<file path="src/rtl/frame_seq_pkg.sv">
// frame_seq_pkg: shared state encoding and widths for the frame sequencer.
package frame_seq_pkg;
    localparam int OBSTACLE_W = 16;
    typedef enum logic [2:0] {IDLE, FETCH, WAIT_DATA, GAP, FLUSH, WAIT_PROJ, RELEASE} fs_state_t;
endpackage

</file>
<file path="src/rtl/frame_watchdog.sv">
// frame_watchdog: loadable down-counter that flags expiry when it reaches zero.
module frame_watchdog #(
    parameter int W = 21
) (
    input  logic         clk,
    input  logic         rst,
    input  logic         clear_i,
    input  logic         enable_i,
    input  logic [W-1:0] load_i,
    output logic         expired_o
);
    logic [W-1:0] cnt_q;
    assign expired_o = cnt_q == '0;
    always_ff @(posedge clk or posedge rst)
        if (rst) cnt_q <= '0;
        else if (clear_i) cnt_q <= load_i;
        else if (enable_i && !expired_o) cnt_q <= cnt_q - 1'b1;
endmodule

</file>
<file path="src/rtl/frame_sequencer.sv">
// frame_sequencer: per-frame scheduler that snapshots player state, paces obstacle
// words from BRAM into the projector and runs the done_in/done_out handshake.
module frame_sequencer import frame_seq_pkg::*; #(
    parameter int MAX_OBSTACLES = 64,
    parameter int ADDR_W        = 6,
    parameter int READ_LATENCY  = 2,
    parameter int OBSTACLE_GAP  = 8,
    parameter int TIMEOUT       = 1048576
) (
    input  logic                  clk,
    input  logic                  rst,
    input  logic                  frame_start,
    input  logic [6:0]            obstacle_count,
    output logic [ADDR_W-1:0]     mem_addr,
    input  logic [OBSTACLE_W-1:0] mem_data,
    input  logic signed [15:0]    player_height_in,
    input  logic [1:0]            player_lane_in,
    input  logic                  ducking_in,
    output logic signed [15:0]    player_height,
    output logic [1:0]            player_lane,
    output logic                  ducking,
    output logic [OBSTACLE_W-1:0] obstacle,
    output logic                  obstacle_valid,
    output logic                  proj_done,
    input  logic                  proj_done_out,
    output logic                  busy,
    output logic                  frame_done,
    output logic                  overrun,
    output logic                  timeout
);
    localparam int TMO_W   = $clog2(TIMEOUT + 1);
    localparam int CNT_MAX = READ_LATENCY > OBSTACLE_GAP ? READ_LATENCY : OBSTACLE_GAP;
    localparam int CNT_W   = $clog2(CNT_MAX + 1) + 1;

    fs_state_t             state_q, state_d;
    logic [CNT_W-1:0]      cnt_q, cnt_d;
    logic [ADDR_W:0]       idx_q, idx_d;
    logic [6:0]            remaining_q, remaining_d;
    logic [ADDR_W-1:0]     mem_addr_q, mem_addr_d;
    logic [OBSTACLE_W-1:0] obstacle_q, obstacle_d;
    logic signed [15:0]    height_q, height_d;
    logic [1:0]            lane_q, lane_d;
    logic                  duck_q, duck_d;
    logic                  valid_q, valid_d, proj_done_q, proj_done_d;
    logic                  frame_done_q, frame_done_d, overrun_q, overrun_d;
    logic                  timeout_q, timeout_d, wd_clear, wd_expired;

    frame_watchdog #(.W(TMO_W)) u_watchdog (
        .clk       (clk),
        .rst       (rst),
        .clear_i   (wd_clear),
        .enable_i  (state_q == WAIT_PROJ),
        .load_i    (TMO_W'(TIMEOUT - 1)),
        .expired_o (wd_expired)
    );

    always_comb begin
        state_d      = state_q;
        cnt_d        = '0;
        idx_d        = idx_q;
        remaining_d  = remaining_q;
        mem_addr_d   = mem_addr_q;
        obstacle_d   = obstacle_q;
        height_d     = height_q;
        lane_d       = lane_q;
        duck_d       = duck_q;
        valid_d      = 1'b0;
        frame_done_d = 1'b0;
        timeout_d    = 1'b0;
        wd_clear     = 1'b0;
        overrun_d    = frame_start && state_q != IDLE;
        case (state_q)
            IDLE: if (frame_start) begin
                state_d     = FETCH;
                height_d    = player_height_in;
                lane_d      = player_lane_in;
                duck_d      = ducking_in;
                remaining_d = obstacle_count > 7'(MAX_OBSTACLES) ? 7'(MAX_OBSTACLES) : obstacle_count;
                idx_d       = '0;
                mem_addr_d  = '0;
            end
            FETCH: state_d = remaining_q == '0 ? FLUSH : WAIT_DATA;
            WAIT_DATA: if (cnt_q == CNT_W'(READ_LATENCY - 1)) begin
                state_d     = GAP;
                obstacle_d  = mem_data;
                valid_d     = 1'b1;
                idx_d       = idx_q + 1'b1;
                remaining_d = remaining_q - 1'b1;
            end else cnt_d = cnt_q + 1'b1;
            // The address is loaded on entry to FETCH so it is visible during FETCH itself.
            GAP: if (cnt_q == CNT_W'(OBSTACLE_GAP)) begin
                state_d    = FETCH;
                mem_addr_d = remaining_q != '0 ? idx_q[ADDR_W-1:0] : mem_addr_q;
            end else cnt_d = cnt_q + 1'b1;
            FLUSH: begin
                state_d  = WAIT_PROJ;
                wd_clear = 1'b1;
            end
            WAIT_PROJ: if (proj_done_out) begin
                state_d      = RELEASE;
                frame_done_d = 1'b1;
            end else if (wd_expired) begin
                state_d   = RELEASE;
                timeout_d = 1'b1;
            end
            RELEASE: state_d = proj_done_out ? RELEASE : IDLE;
            default: state_d = IDLE;
        endcase
        proj_done_d = state_d == WAIT_PROJ;
    end

    always_ff @(posedge clk or posedge rst)
        if (rst) begin
            state_q      <= IDLE;
            cnt_q        <= '0;
            idx_q        <= '0;
            remaining_q  <= '0;
            mem_addr_q   <= '0;
            obstacle_q   <= '0;
            height_q     <= '0;
            lane_q       <= '0;
            duck_q       <= 1'b0;
            valid_q      <= 1'b0;
            proj_done_q  <= 1'b0;
            frame_done_q <= 1'b0;
            overrun_q    <= 1'b0;
            timeout_q    <= 1'b0;
        end else begin
            state_q      <= state_d;
            cnt_q        <= cnt_d;
            idx_q        <= idx_d;
            remaining_q  <= remaining_d;
            mem_addr_q   <= mem_addr_d;
            obstacle_q   <= obstacle_d;
            height_q     <= height_d;
            lane_q       <= lane_d;
            duck_q       <= duck_d;
            valid_q      <= valid_d;
            proj_done_q  <= proj_done_d;
            frame_done_q <= frame_done_d;
            overrun_q    <= overrun_d;
            timeout_q    <= timeout_d;
        end

    assign mem_addr       = mem_addr_q;
    assign obstacle       = obstacle_q;
    assign obstacle_valid = valid_q;
    assign player_height  = height_q;
    assign player_lane    = lane_q;
    assign ducking        = duck_q;
    assign proj_done      = proj_done_q;
    assign frame_done     = frame_done_q;
    assign overrun        = overrun_q;
    assign timeout        = timeout_q;
    assign busy           = state_q != IDLE;
endmodule

</file>
<file path="config.mk">
export PLATFORM = sky130hd
export DESIGN_NAME = frame_sequencer
export DESIGN_NICKNAME = d
export VERILOG_FILES = /design/src/rtl/frame_seq_pkg.sv /design/src/rtl/frame_watchdog.sv /design/src/rtl/frame_sequencer.sv
export SDC_FILE = /design/constraint.sdc
export NUM_CORES = 1
export LEC_CHECK = 0
export CAP_MARGIN = 20
export CORE_UTILIZATION = 50
export DETAILED_ROUTE_END_ITERATION = 10
export HOLD_SLACK_MARGIN = 0.15
export PLACE_DENSITY = 0.8
export SKIP_LAST_GASP = 1
export SYNTH_ARGS = -nofsm -noshare
export SYNTH_HDL_FRONTEND = slang
export SYNTH_SLANG_ARGS = --single-unit
export TNS_END_PERCENT = 30
</file>
<file path="constraint.sdc">
create_clock -name clk -period 3.31 [get_ports clk]
set_clock_uncertainty 0.05 [all_clocks]
set_input_delay 0.4965 -clock clk [delete_from_list [all_inputs] [get_ports clk]]
set_output_delay 0.4965 -clock clk [all_outputs]
set_load 0.02 [all_outputs]
</file>
==> impl_metrics.ini <==
[global_route]
use_met2_pct = 39.27
grt.total_usage_pct = 22.76
busiest_layer = met2
grt_pass1_vias = 3363
grt_max_degree = 36
use_met1_pct = 29.25
use_met3_pct = 3.601
antenna_found_initial = 0
grt_pass1_wl_mm = 15.15
grt_overflow = 0

[drt]
routed_via_density = 5.293
drt_iter0_markers = 246
ant_nets = 0
wl_per_cell_um = 13.88
dr.pass1.iters = 4
drcViolationCount = 0
vias = 3308
wirelength_mm = 8.677

[hold_path]
hold_path.class = reg -> reg

[yosys]
syn_nets = 478
synth_edf_count = 0
yosysSeqAreaShare_pct = 55.56
synth_cell_type_count = 53
async_flop_share_pct = 100.0
syn-cell-area_um2 = 3964
syn_inst = 425
yosys_warnings = 0
synth-seq-cells = 88
synth_area_per_cell_um2 = 9.327
synthFlopType = dfrtp_1

[layout]
diodes = 0
stdcell_area_um2 = 5221
final_nets = 571
drive_gt1_share_pct = 6.883
syn2layout_area_growth_pct = 31.72

[timing]
slew_viol_final = 0
timing.final.crit_share_pct = 84.77
fin_crit_ns = 2.806
worstMarginPinSlew_ns = 0.7838
setup_tns_ns = 0
fmax_mhz = 356.4
rsz0062_at_grt = no
relSlewSlack_pct = 47.55
hold_viol = 0
setup_viol = 0

[die]
core.rowCount = 32
coreArea_um2 = 7687
die_w_um = 91.04
initial_utilization_pct = 51.56
ioPinCount = 93
die_area_um2 = 8287
die_h_um = 91.04

[power_and_ir_drop]
power_density_nw_per_um2 = 936.9
seqPwrFrac_pct = 36.8
power_leakage_uw = 0.002465
vdd_drop_max_mv = 0.4444
p_clk_share_pct = 16.9
p_int_uw = 2912
comb_power_share_pct = 46.2
power_uw = 4892
p_switching_uw = 1980
p_sw_share_pct = 40.47

[outcome]
status = finished clean

[worst_setup_path]
cpMostUsedCell = o21ai_0
critical_path_required_ns = 3.51
crit_family = simple AND/OR/NAND/NOR gates
max_stage_delay_ns = 0.57
cp_cell_sequence = or3b_2 > or2_2 > clkinv_1 > nor2_1 > o21ai_0 > o21ai_0
endpoint_kind = flip-flop
worstPathMaxFanout = 19
path_class = reg -> reg
worst_path_max_delay_cell = nor2_1
critPathLaunchType = flip-flop
crit_buf_inv = 1
arrival_ns = 3.00

[clock_network]
numClockSinks = 88
ctsHoldBuffers = 0
cts_buffers = 9
path_clk_slew_ns = 0.09
clockBufferDepth = 2
cts_tree = built
htree_levels = 3
root_buffer = clkbuf_8
cts.repair_timing.setup_buffer_count = 0
cts-resized-gates = 0
clk_latency_ns = 0.35

[place]
io_buffers = 92
placed_cell_area_um2 = 4987
gp_congestion = 0.8177
dp_hpwl_mm = 6.134

[flow_run]
maxCapViolations = 0
[Yosys cell counts, drive strengths merged, types with 2 or more instances]
cell / number / area (um2)
clkbuf: 11 / 41.29
or3: 4 / 31.28
a31oi: 9 / 56.30
nand4: 4 / 25.02
or4: 5 / 41.29
nand3: 7 / 35.03
inv: 15 / 56.30
and3: 6 / 37.54
nor2: 30 / 112.6
a211oi: 8 / 77.57
nor2b: 2 / 12.51
xnor2: 5 / 43.79
nand2: 133 / 499.2
ha: 7 / 87.58
o21ai: 21 / 105.1
and2: 2 / 12.51
buf: 5 / 25.02
nor3: 13 / 76.33
mux2i: 3 / 30.03
or4b: 2 / 20.02
or3b: 2 / 17.52
dfrtp: 88 / 2202
xor2: 6 / 52.55
nor4: 5 / 46.29
a21oi: 15 / 78.83
[cell usage in the layout (no fill, tap or decap), drive strengths merged, types with 2 or more instances in the layout]
cell	netlist	routed
nand2	133	133
clkdlybuf4s50	0	92
dfrtp	88	88
nor2	30	30
o21ai	21	21
inv	15	15
a21oi	15	15
nor3	13	13
clkbuf	11	11
a31oi	9	9
a211oi	8	8
nand3	7	7
ha	7	7
and3	6	6
xor2	6	6
xnor2	5	5
buf	5	5
nor4	5	5
or4	5	5
nand4	4	4
or3	4	4
mux2i	3	3
clkinv	1	3
nor2b	2	2
and2	2	2
bufinv	0	2
clkinvlp	0	2
or4b	2	2
or3b	2	2
[through the flow]
stage	hold slack (ns)	utilization, %	cells	worst slack, ns
3_3_place_gp	0.4086	64.88	608	0.6538
5_1_grt	0.4532	67.92	625	0.1453
2_1_floorplan	0.3972	-	425	0.4849
3_5_place_dp	0.4161	64.88	608	0.5568
4_1_cts	0.4373	67.85	624	0.5267
6_report	0.4348	67.92	625	0.5041
[layer usage]
layer  wire length (um)  part of all wire [%]
met5                  0                     0
met4                116                   1.3
met3                323                   3.7
met2               4296                    50
met1               3940                    45
[registers in the layout, indices dropped and copies added (netlist names)]
name              count
player_lane           2
frame_done            1
remaining_q           7
cnt_q                 5
u_watchdog.cnt_q     21
obstacle             16
state_q               3
timeout               1
mem_addr              6
ducking               1
proj_done             1
idx_q                 6
overrun               1
player_height        16
obstacle_valid        1
[final timing paths]
kind                            slack (ns)                to  cells past startpoint            from
worst max-delay path                  0.50    remaining_q[3]                      6      state_q[2]
worst min-delay path                  0.43    player_lane[0]                      2  player_lane[0]
worst max register to register        0.50    remaining_q[3]                      6      state_q[2]
worst min register to register        0.43    player_lane[0]                      2  player_lane[0]
max in group asynchronous             1.95  player_height[7]                      3             rst
min in group asynchronous             0.47        frame_done                      2             rst
[worst register-to-register path: stages (launching register included)]
cell      delay (ns)
dfrtp_1         0.55
or3b_2          0.33
or2_2           0.39
clkinv_1        0.51
nor2_1          0.58
o21ai_0         0.20
o21ai_0         0.12
[cell type report]
type	instances	area (um2)
Clock buffer	10	137.6
Clock inverter	6	91.34
Fill cell	596	2466
Inverter	16	61.31
Multi-Input combinational cell	305	1638
Sequential cell	88	2202
Tap cell	102	127.6
Timing Repair Buffer	98	963.4
[power by group through the flow]
stage	clock (uW)	sequential, uW	combinational, uW
after floorplan	0	2030	1180
after global placement	0	1790	2180
after detailed placement	0	1810	2240
after CTS	841	1800	2270
after global routing	880	1860	2500
final	829	1800	2260
[cells by family (layout without fill, tap and decap cells)]
kind of cell | count (synthesis) | count (layout) | share of synthesized area (%)
fa+ha+maj | 7 | 7 | 2.209
mux | 3 | 3 | 0.7576
compound gates | 63 | 63 | 10.13
xor+xnor | 11 | 11 | 2.430
simple gates | 221 | 221 | 25.73
flops | 88 | 88 | 55.56
buf+inv | 32 | 130 | 3.188
(Power assumes the default switching activity.)
